===== src/rtl/bram_scan_pkg.sv =====
// bram_scan_pkg
//   Shared definitions for the serial BRAM harness sequencer:
//   - state_e     : controller states (IDLE, SHIFT, STROBE, DRAIN, RESP)
//   - DIN_N_DEF   : default stimulus vector width
//   - DOUT_N_DEF  : default response vector width
//   - cnt_width() : bit-counter width able to hold max(DIN_N, DOUT_N)
package bram_scan_pkg;

  typedef enum logic [2:0] {
    IDLE   = 3'd0,
    SHIFT  = 3'd1,
    STROBE = 3'd2,
    DRAIN  = 3'd3,
    RESP   = 3'd4
  } state_e;

  localparam int DIN_N_DEF  = 8;
  localparam int DOUT_N_DEF = 8;

  // Counter width wide enough for the longer of the two serial phases.
  function automatic int cnt_width(input int din_n, input int dout_n);
    return $clog2(((din_n > dout_n) ? din_n : dout_n) + 1);
  endfunction

endpackage


===== src/rtl/bram_scan_ctrl.sv =====
// bram_scan_ctrl
//   Sequencer for the serial BRAM test harness. A request's parallel stimulus
//   is shifted MSB-first into the harness on di, applied with a one-cycle stb
//   pulse, and the harness response is shifted back in from do_i and returned
//   in parallel.
//
//   Optional feature (macro BRAM_SCAN_RESHIFT_EN): every request runs the
//   SHIFT/STROBE pair twice with the same vector so that the response belongs
//   to the current vector rather than the previous one.
//
// Ports
//   clk        in   clock (also clocks the harness)
//   rst_n      in   asynchronous active-low reset
//   req_valid  in   stimulus request valid
//   req_ready  out  controller can accept a request (IDLE only)
//   req_data   in   DIN_N stimulus vector; bit i drives harness din[i]
//   rsp_valid  out  response valid (RESP only)
//   rsp_ready  in   consumer accepts the response
//   rsp_data   out  DOUT_N captured harness dout vector
//   busy       out  high in every state except IDLE
//   di         out  serial data to the harness
//   stb        out  strobe to the harness
//   do_i       in   serial data from the harness
//
// Handshakes: a transfer happens on a rising clk edge where valid and ready
// are both high. req_ready and rsp_valid are registered, with no combinational
// path from req_valid or rsp_ready. A req_valid outside IDLE is dropped.
module bram_scan_ctrl
  import bram_scan_pkg::*;
#(
  parameter int DIN_N  = DIN_N_DEF,
  parameter int DOUT_N = DOUT_N_DEF
) (
  input  logic              clk,
  input  logic              rst_n,
  input  logic              req_valid,
  output logic              req_ready,
  input  logic [DIN_N-1:0]  req_data,
  output logic              rsp_valid,
  input  logic              rsp_ready,
  output logic [DOUT_N-1:0] rsp_data,
  output logic              busy,
  output logic              di,
  output logic              stb,
  input  logic              do_i
);

  localparam int CW = cnt_width(DIN_N, DOUT_N);

  state_e           state;
  logic [DIN_N-1:0] vec;
  logic [CW-1:0]    cnt;
`ifdef BRAM_SCAN_RESHIFT_EN
  logic             pass;
`endif

  // vec is rotated rather than shifted, so after a full SHIFT phase it is
  // back to the original request and can be replayed by a second pass.
  function automatic logic [DIN_N-1:0] rotl(input logic [DIN_N-1:0] v);
    return (v << 1) | (v >> (DIN_N - 1));
  endfunction

  always_ff @(posedge clk or negedge rst_n) begin
    if (!rst_n) begin
      state     <= IDLE;
      req_ready <= 1'b0;
      rsp_valid <= 1'b0;
      rsp_data  <= '0;
      di        <= 1'b0;
      stb       <= 1'b0;
      busy      <= 1'b0;
      vec       <= '0;
      cnt       <= '0;
`ifdef BRAM_SCAN_RESHIFT_EN
      pass      <= 1'b0;
`endif
    end else begin
      case (state)
        IDLE: begin
          req_ready <= 1'b1;
          if (req_valid && req_ready) begin
            // di is registered: present the MSB in the first SHIFT cycle.
            state     <= SHIFT;
            req_ready <= 1'b0;
            busy      <= 1'b1;
            di        <= req_data[DIN_N-1];
            vec       <= rotl(req_data);
            cnt       <= CW'(DIN_N - 1);
`ifdef BRAM_SCAN_RESHIFT_EN
            pass      <= 1'b0;
`endif
          end
        end

        SHIFT: begin
          if (cnt == '0) begin
            state <= STROBE;
            di    <= 1'b0;
            stb   <= 1'b1;
          end else begin
            di  <= vec[DIN_N-1];
            vec <= rotl(vec);
            cnt <= cnt - CW'(1);
          end
        end

        STROBE: begin
          stb <= 1'b0;
`ifdef BRAM_SCAN_RESHIFT_EN
          if (!pass) begin
            // Replay the same vector so the next strobe captures its response.
            state <= SHIFT;
            pass  <= 1'b1;
            di    <= vec[DIN_N-1];
            vec   <= rotl(vec);
            cnt   <= CW'(DIN_N - 1);
          end else begin
            state <= DRAIN;
            cnt   <= CW'(DOUT_N - 1);
          end
`else
          state <= DRAIN;
          cnt   <= CW'(DOUT_N - 1);
`endif
        end

        DRAIN: begin
          // First sample ends up in the MSB after DOUT_N shifts.
          rsp_data <= (rsp_data << 1) | DOUT_N'(do_i);
          if (cnt == '0) begin
            state     <= RESP;
            rsp_valid <= 1'b1;
          end else begin
            cnt <= cnt - CW'(1);
          end
        end

        RESP: begin
          if (rsp_ready) begin
            state     <= IDLE;
            rsp_valid <= 1'b0;
            busy      <= 1'b0;
            req_ready <= 1'b1;
          end
        end

        default: begin
          state     <= IDLE;
          req_ready <= 1'b0;
          rsp_valid <= 1'b0;
          busy      <= 1'b0;
          di        <= 1'b0;
          stb       <= 1'b0;
        end
      endcase
    end
  end

endmodule


===== config.mk =====
export PLATFORM = sky130hd
export DESIGN_NAME = bram_scan_ctrl
export DESIGN_NICKNAME = d
export VERILOG_FILES = /design/src/rtl/bram_scan_pkg.sv /design/src/rtl/bram_scan_ctrl.sv
export SDC_FILE = /design/constraint.sdc
export NUM_CORES = 1
export LEC_CHECK = 0
export ABC_CLOCK_PERIOD_IN_PS = 4510
export BUFFER_PORTS_ARGS = -buffer_cell sky130_fd_sc_hd__buf_2
export CAP_MARGIN = 10
export CORE_MARGIN = 8
export CORE_UTILIZATION = 55
export CTS_CLUSTER_SIZE = 40
export DETAILED_ROUTE_END_ITERATION = 8
export GPL_TIMING_DRIVEN = 0
export PLACE_DENSITY_LB_ADDON = 0.1
export SLEW_MARGIN = 10
export SYNTH_ARGS = -nofsm -noshare
export SYNTH_HDL_FRONTEND = slang
export SYNTH_SLANG_ARGS = --single-unit

===== constraint.sdc =====
create_clock -name clk -period 4.51 [get_ports clk]
set_input_delay 0.902 -clock clk [delete_from_list [all_inputs] [get_ports clk]]
set_output_delay 0.902 -clock clk [all_outputs]
set_load 0.05 [all_outputs]

== Word-level counts from Yosys, hierarchy flattened ==
Cells that the tools add are included.
Widths: inputs -> output; s select.

* Flip-flop bits (word level): 28

* Equality and inequality tests: 10
* $add $sub $neg: 1
* Bitwise operators: 7
* Muxes and demuxes: 23
* Reductions and logical operators: 18

{| class="wikitable"
|+ Operators by type and width
! operator !! count
|-
| $or 8x1->8 || 3
|-
| $mux 8 || 2
|-
| $pmux 8 s2 || 1
|-
| $pmux 3 s5 || 1
|-
| $mux 3 || 4
|-
| $ne 2x2->1 const B || 6
|-
| $pmux 1 s3 || 4
|-
| $pmux 4 s3 || 1
|-
| $reduce_and 3->1 || 4
|-
| $reduce_or 3->1 || 4
|-
| $mux 4 || 2
|-
| $mux 1 || 7
|-
| $eq 3x2->1 const B || 2
|-
| $reduce_and 2->1 || 3
|-
| $logic_not 4->1 || 1
|-
| $not 1->1 || 4
|-
| $reduce_and 4->1 || 1
|-
| $sub 4x1->4 const B || 1
|-
| $eq 3x1->1 const B || 1
|-
| $eq 3x3->1 const B || 1
|-
| $logic_not 3->1 || 1
|-
| $reduce_bool 3->1 || 1
|-
| $pmux 1 s2 || 1
|-
| $reduce_bool 2->1 || 1
|-
| 2 further kinds || 2
|}

== Logic depth before layout (Yosys ltp) ==
* Depth in word-level cells: 4
* Mapped depth: 5
* Gate-level depth less buffers: 5

== Worst setup path before layout ==
No wires, ideal clock.

* Kind: in2reg
* Start point: input port req_valid
* End point: register vec[1]
* Path buffers: 0
* Stages: 3
* Library setup time: 0.125 ns
* Arrival time: 1.721 ns
* Setup slack: 2.664 ns
* Cells stage by stage: a21oi_1 -> nor4_4 -> mux2_2

* Longest elaborated chain between the ends: 3

{| class="wikitable"
|+ RTL lines
! what !! RTL line !! source
|-
| start: declaration || bram_scan_ctrl.sv:36 || <nowiki>input logic req_valid,</nowiki>
|-
| $logic_and 1x1->1 || bram_scan_ctrl.sv:81 || <nowiki>if (req_valid && req_ready) begin</nowiki>
|-
| $ne 2x2->1 (no source line) || n/a ||
|-
| $reduce_and 3->1 (no source line) || n/a ||
|-
| end signal: assignment || bram_scan_ctrl.sv:87 || <nowiki>vec <= rotl(req_data);</nowiki>
|-
| end signal: assignment || bram_scan_ctrl.sv:102 || <nowiki>vec <= rotl(vec);</nowiki>
|-
| end: declaration || bram_scan_ctrl.sv:51 || <nowiki>logic [DIN_N-1:0] vec;</nowiki>
|}

No other way between the ends.
A chain may end at the register's enable or synchronous reset.

== Worst setup path in the final report ==
* Start point: register req_ready
* End point: output port req_ready

{| class="wikitable"
|+ RTL lines
! what !! RTL line !! source
|-
| start: declaration || bram_scan_ctrl.sv:37 || <nowiki>output logic req_ready,</nowiki>
|-
| start signal: assignment || bram_scan_ctrl.sv:66 || <nowiki>req_ready <= 1'b0;</nowiki>
|-
| start signal: assignment || bram_scan_ctrl.sv:80 || <nowiki>req_ready <= 1'b1;</nowiki>
|-
| start signal: assignment || bram_scan_ctrl.sv:84 || <nowiki>req_ready <= 1'b0;</nowiki>
|}

No word-level cell between the ends.

==> flow_summary_export.csv <==
group,metric,value,unit
status,outcome,"complete, no violations",
setup_path,critPathMaxFanout,7,
setup_path,critPathLaunchType,"flip-flop",
grt,grt_use_total,0.133,
layout,n_antenna_cell,0,
flow_run,cap_viol_max_count,0,
sta,tns,0,ns
layout,final_cell_mix,"28 x dfrtp_1, 27 x buf_2, 23 x mux2_2",
grt,grt_max_degree,29,
layout,multi_input_area,617,sq um
layout,regArea,701,sq um
sta,rsz0062_at_grt,"no",
grt,grtUsageMet1,0.150,
sta,post-route-period-util,0.446,
sta,final.setup.worst_slack,2.50,ns
grt,grt_overflow,0,
place,postPlaceCellArea,1520,sq um
layout,drive_gt1_frac,0.413,
yosys,synth_cell_types,36,
layout,nets,158,
min_path,min-delay-path-class,"flip-flop to flip-flop",
clocking,cts_root_buf,"clkbuf_4",
sta,maxSlewHeadroom,0.596,
clocking,cts_inserted_buffers,3,
setup_path,slowest_stage,"dfrtp_1",
grt,grtUsageMet2,0.225,
setup_path,crit_required,3.61,ns
yosys,syn_inst,114,
place,hpwl,1.91,mm
clocking,clock_latency,0.33,ns
place,numPortBuffers,25,
floorplan,dieArea,4320,sq um
clocking,cts_setup_buffers,0,
drt,dr.pass1.iters,4,
layout,final_common_cell,"dfrtp_1",
grt,grt_pass1_vias,1011,
sta,tightest_slew,0.607,ns
setup_path,crit_family,"flip-flops",
setup_path,cp-end-kind,"primary output",
grt,grt_use_met3,0.0391,
yosys,synth_area_per_cell,11.9,sq um
power,powerDensity,837,nW/um^2
yosys,ys_warn_count,0,
drt,vias,998,
yosys,ys_seq_elements,28,
drt,vias_per_cell,5.77,
place,post-place-ws,2.39,ns
sta,drv_slew,0,
drt,drt_iter0_markers,48,
layout,final_area,1560,sq um
place,routabilityCongestion,0.850,
sta,max_freq,0.497,GHz
floorplan,die_w,65.8,um
sta,hold_violations,0,
sta,final.min_clock_period,2.01,ns
clocking,htree_levels,1,
setup_path,cpPeakStageDelay,0.48,ns
drt,drcViolationCount,0,
grt,grt.busiest_layer,"met2",
yosys,ys_seq_area_frac,0.515,
grt,antenna_found_initial,0,
setup_path,path_class,"flip-flop to primary output",
floorplan,die_h,65.8,um
layout,filler_cell_count,205,
power,power_leakage,0.707,nW
clocking,cts.sinks,28,
sta,fin_hold_ws,0.519,ns
yosys,mappedNetlistNets,128,
drt,post_drt_wl_per_cell,15.0,um
setup_path,crit_buf_inv,1,
sta,skew,0.00371,ns
drt,routed_wl,2.60,mm
setup_path,cp.arrival,1.11,ns
floorplan,io_pins,26,
layout,area_growth,14.6,%
setup_path,crit_path_cell_trace,"buf_2",
floorplan,rows,18,
power,peakVddDrop,0.537,mV
clocking,tritoncts,"built",
clocking,cts.repair.resized,0,
grt,grt_pass1_wl,4.55,mm
clocking,cts_buffer_depth,2,
drt,postRouteAntennaNets,0,
clocking,cts_hold_buf,0,
floorplan,start_util,0.565,
sta,setup_viol,0,
clocking,clkSlewWorstSetupHoldPaths,0.15,ns
floorplan,core-area,2410,sq um
layout,utilization,0.647,
yosys,syn-cell-area,1360,sq um
==> per-layer routing <==
metal / wire length [um] / up-vias
met3: 153 / 5
met1: 1150 / 489
met5: 0 / -
li1: - / 480
met4: 46 / 0
met2: 1250 / 24
==> state kept, by name (all words and copies together), names as in the netlist <==
signal / cells
busy: 1
rsp_valid: 1
state: 3
cnt: 4
di: 1
vec: 8
req_ready: 1
stb: 1
rsp_data: 8
==> per-stage QoR <==
| step | std cells | power, mW |
|---|---|---|
| final | 173 | 1.31 |
| after global routing | 173 | 1.40 |
| after CTS | 173 | 1.32 |
| after detailed placement | 169 | 1.20 |
| after global placement | 169 | 1.17 |
| after floorplan | 114 | 1.04 |
==> cell families after synthesis <==
kind of cell    after synthesis  share of synthesized area
mux                          24                      0.198
flops                        28                      0.515
compound gates               24                      0.119
fa+ha+maj                     1                    0.00919
simple gates                 25                      0.121
xor+xnor                      1                    0.00643
buf+inv                      11                     0.0322
==> cell type report <==
| class | count | share of cell area |
|---|---|---|
| Clock buffer | 4 | 0.0233 |
| Multi-Input combinational cell | 75 | 0.395 |
| Timing Repair Buffer | 25 | 0.0802 |
| Tap cell | 30 | 0.0241 |
| Inverter | 7 | 0.0168 |
| Buffer | 4 | 0.0112 |
| Sequential cell | 28 | 0.449 |
==> power by group <==
| group | internal (mW) | switching (mW) |
|---|---|---|
| registers | 0.375 | 0.0898 |
| logic | 0.302 | 0.417 |
| clock network | 0.0495 | 0.0737 |
| total | 0.726 | 0.580 |
==> worst paths after layout <==
| kind | start | end | slack (ns) | depth (start not counted) |
|---|---|---|---|---|
| max | req_ready | req_ready | 2.50 | 1 |
| min | rsp_data[7] | rsp_data[7] | 0.52 | 1 |
| max reg2reg | cnt[0] | vec[7] | 2.54 | 5 |
| min reg2reg | rsp_data[7] | rsp_data[7] | 0.52 | 1 |
| max in group asynchronous | rst_n | di | 3.56 | 1 |
| min in group asynchronous | rst_n | req_ready | 0.55 | 1 |
==> cells in the mapped netlist <==
| library cell | instances | area [sq um] |
|---|---|---|
| a211o_1 | 1 | 8.76 |
| a211oi_1 | 1 | 7.51 |
| a21o_1 | 1 | 7.51 |
| a21oi_1 | 6 | 30.0 |
| a22o_1 | 1 | 8.76 |
| a22oi_1 | 1 | 7.51 |
| a311oi_1 | 1 | 8.76 |
| a32oi_1 | 1 | 8.76 |
| a41oi_1 | 1 | 8.76 |
| and4bb_4 | 1 | 16.3 |
| buf_2 | 2 | 10.0 |
| clkbuf_1 | 2 | 7.51 |
| dfrtp_1 | 28 | 701 |
| ha_1 | 1 | 12.5 |
| inv_1 | 7 | 26.3 |
| mux2_2 | 23 | 259 |
| mux2i_1 | 1 | 10.0 |
| nand2_1 | 6 | 22.5 |
| nand2b_1 | 1 | 6.26 |
| nand3b_1 | 1 | 7.51 |
| nand4_1 | 1 | 6.26 |
| nor2_1 | 4 | 15.0 |
| nor2b_1 | 2 | 12.5 |
| nor3_1 | 3 | 15.0 |
| nor3b_2 | 1 | 12.5 |
| nor4_1 | 1 | 6.26 |
| nor4_4 | 1 | 21.3 |
| nor4b_1 | 1 | 8.76 |
| o21ai_0 | 5 | 25.0 |
| o22ai_1 | 2 | 12.5 |
| o311a_1 | 1 | 10.0 |
| o31a_2 | 1 | 10.0 |
| o31ai_1 | 1 | 7.51 |
| or3_1 | 1 | 6.26 |
| or3b_2 | 1 | 8.76 |
| xnor2_1 | 1 | 8.76 |
(Power assumes the default switching activity.)
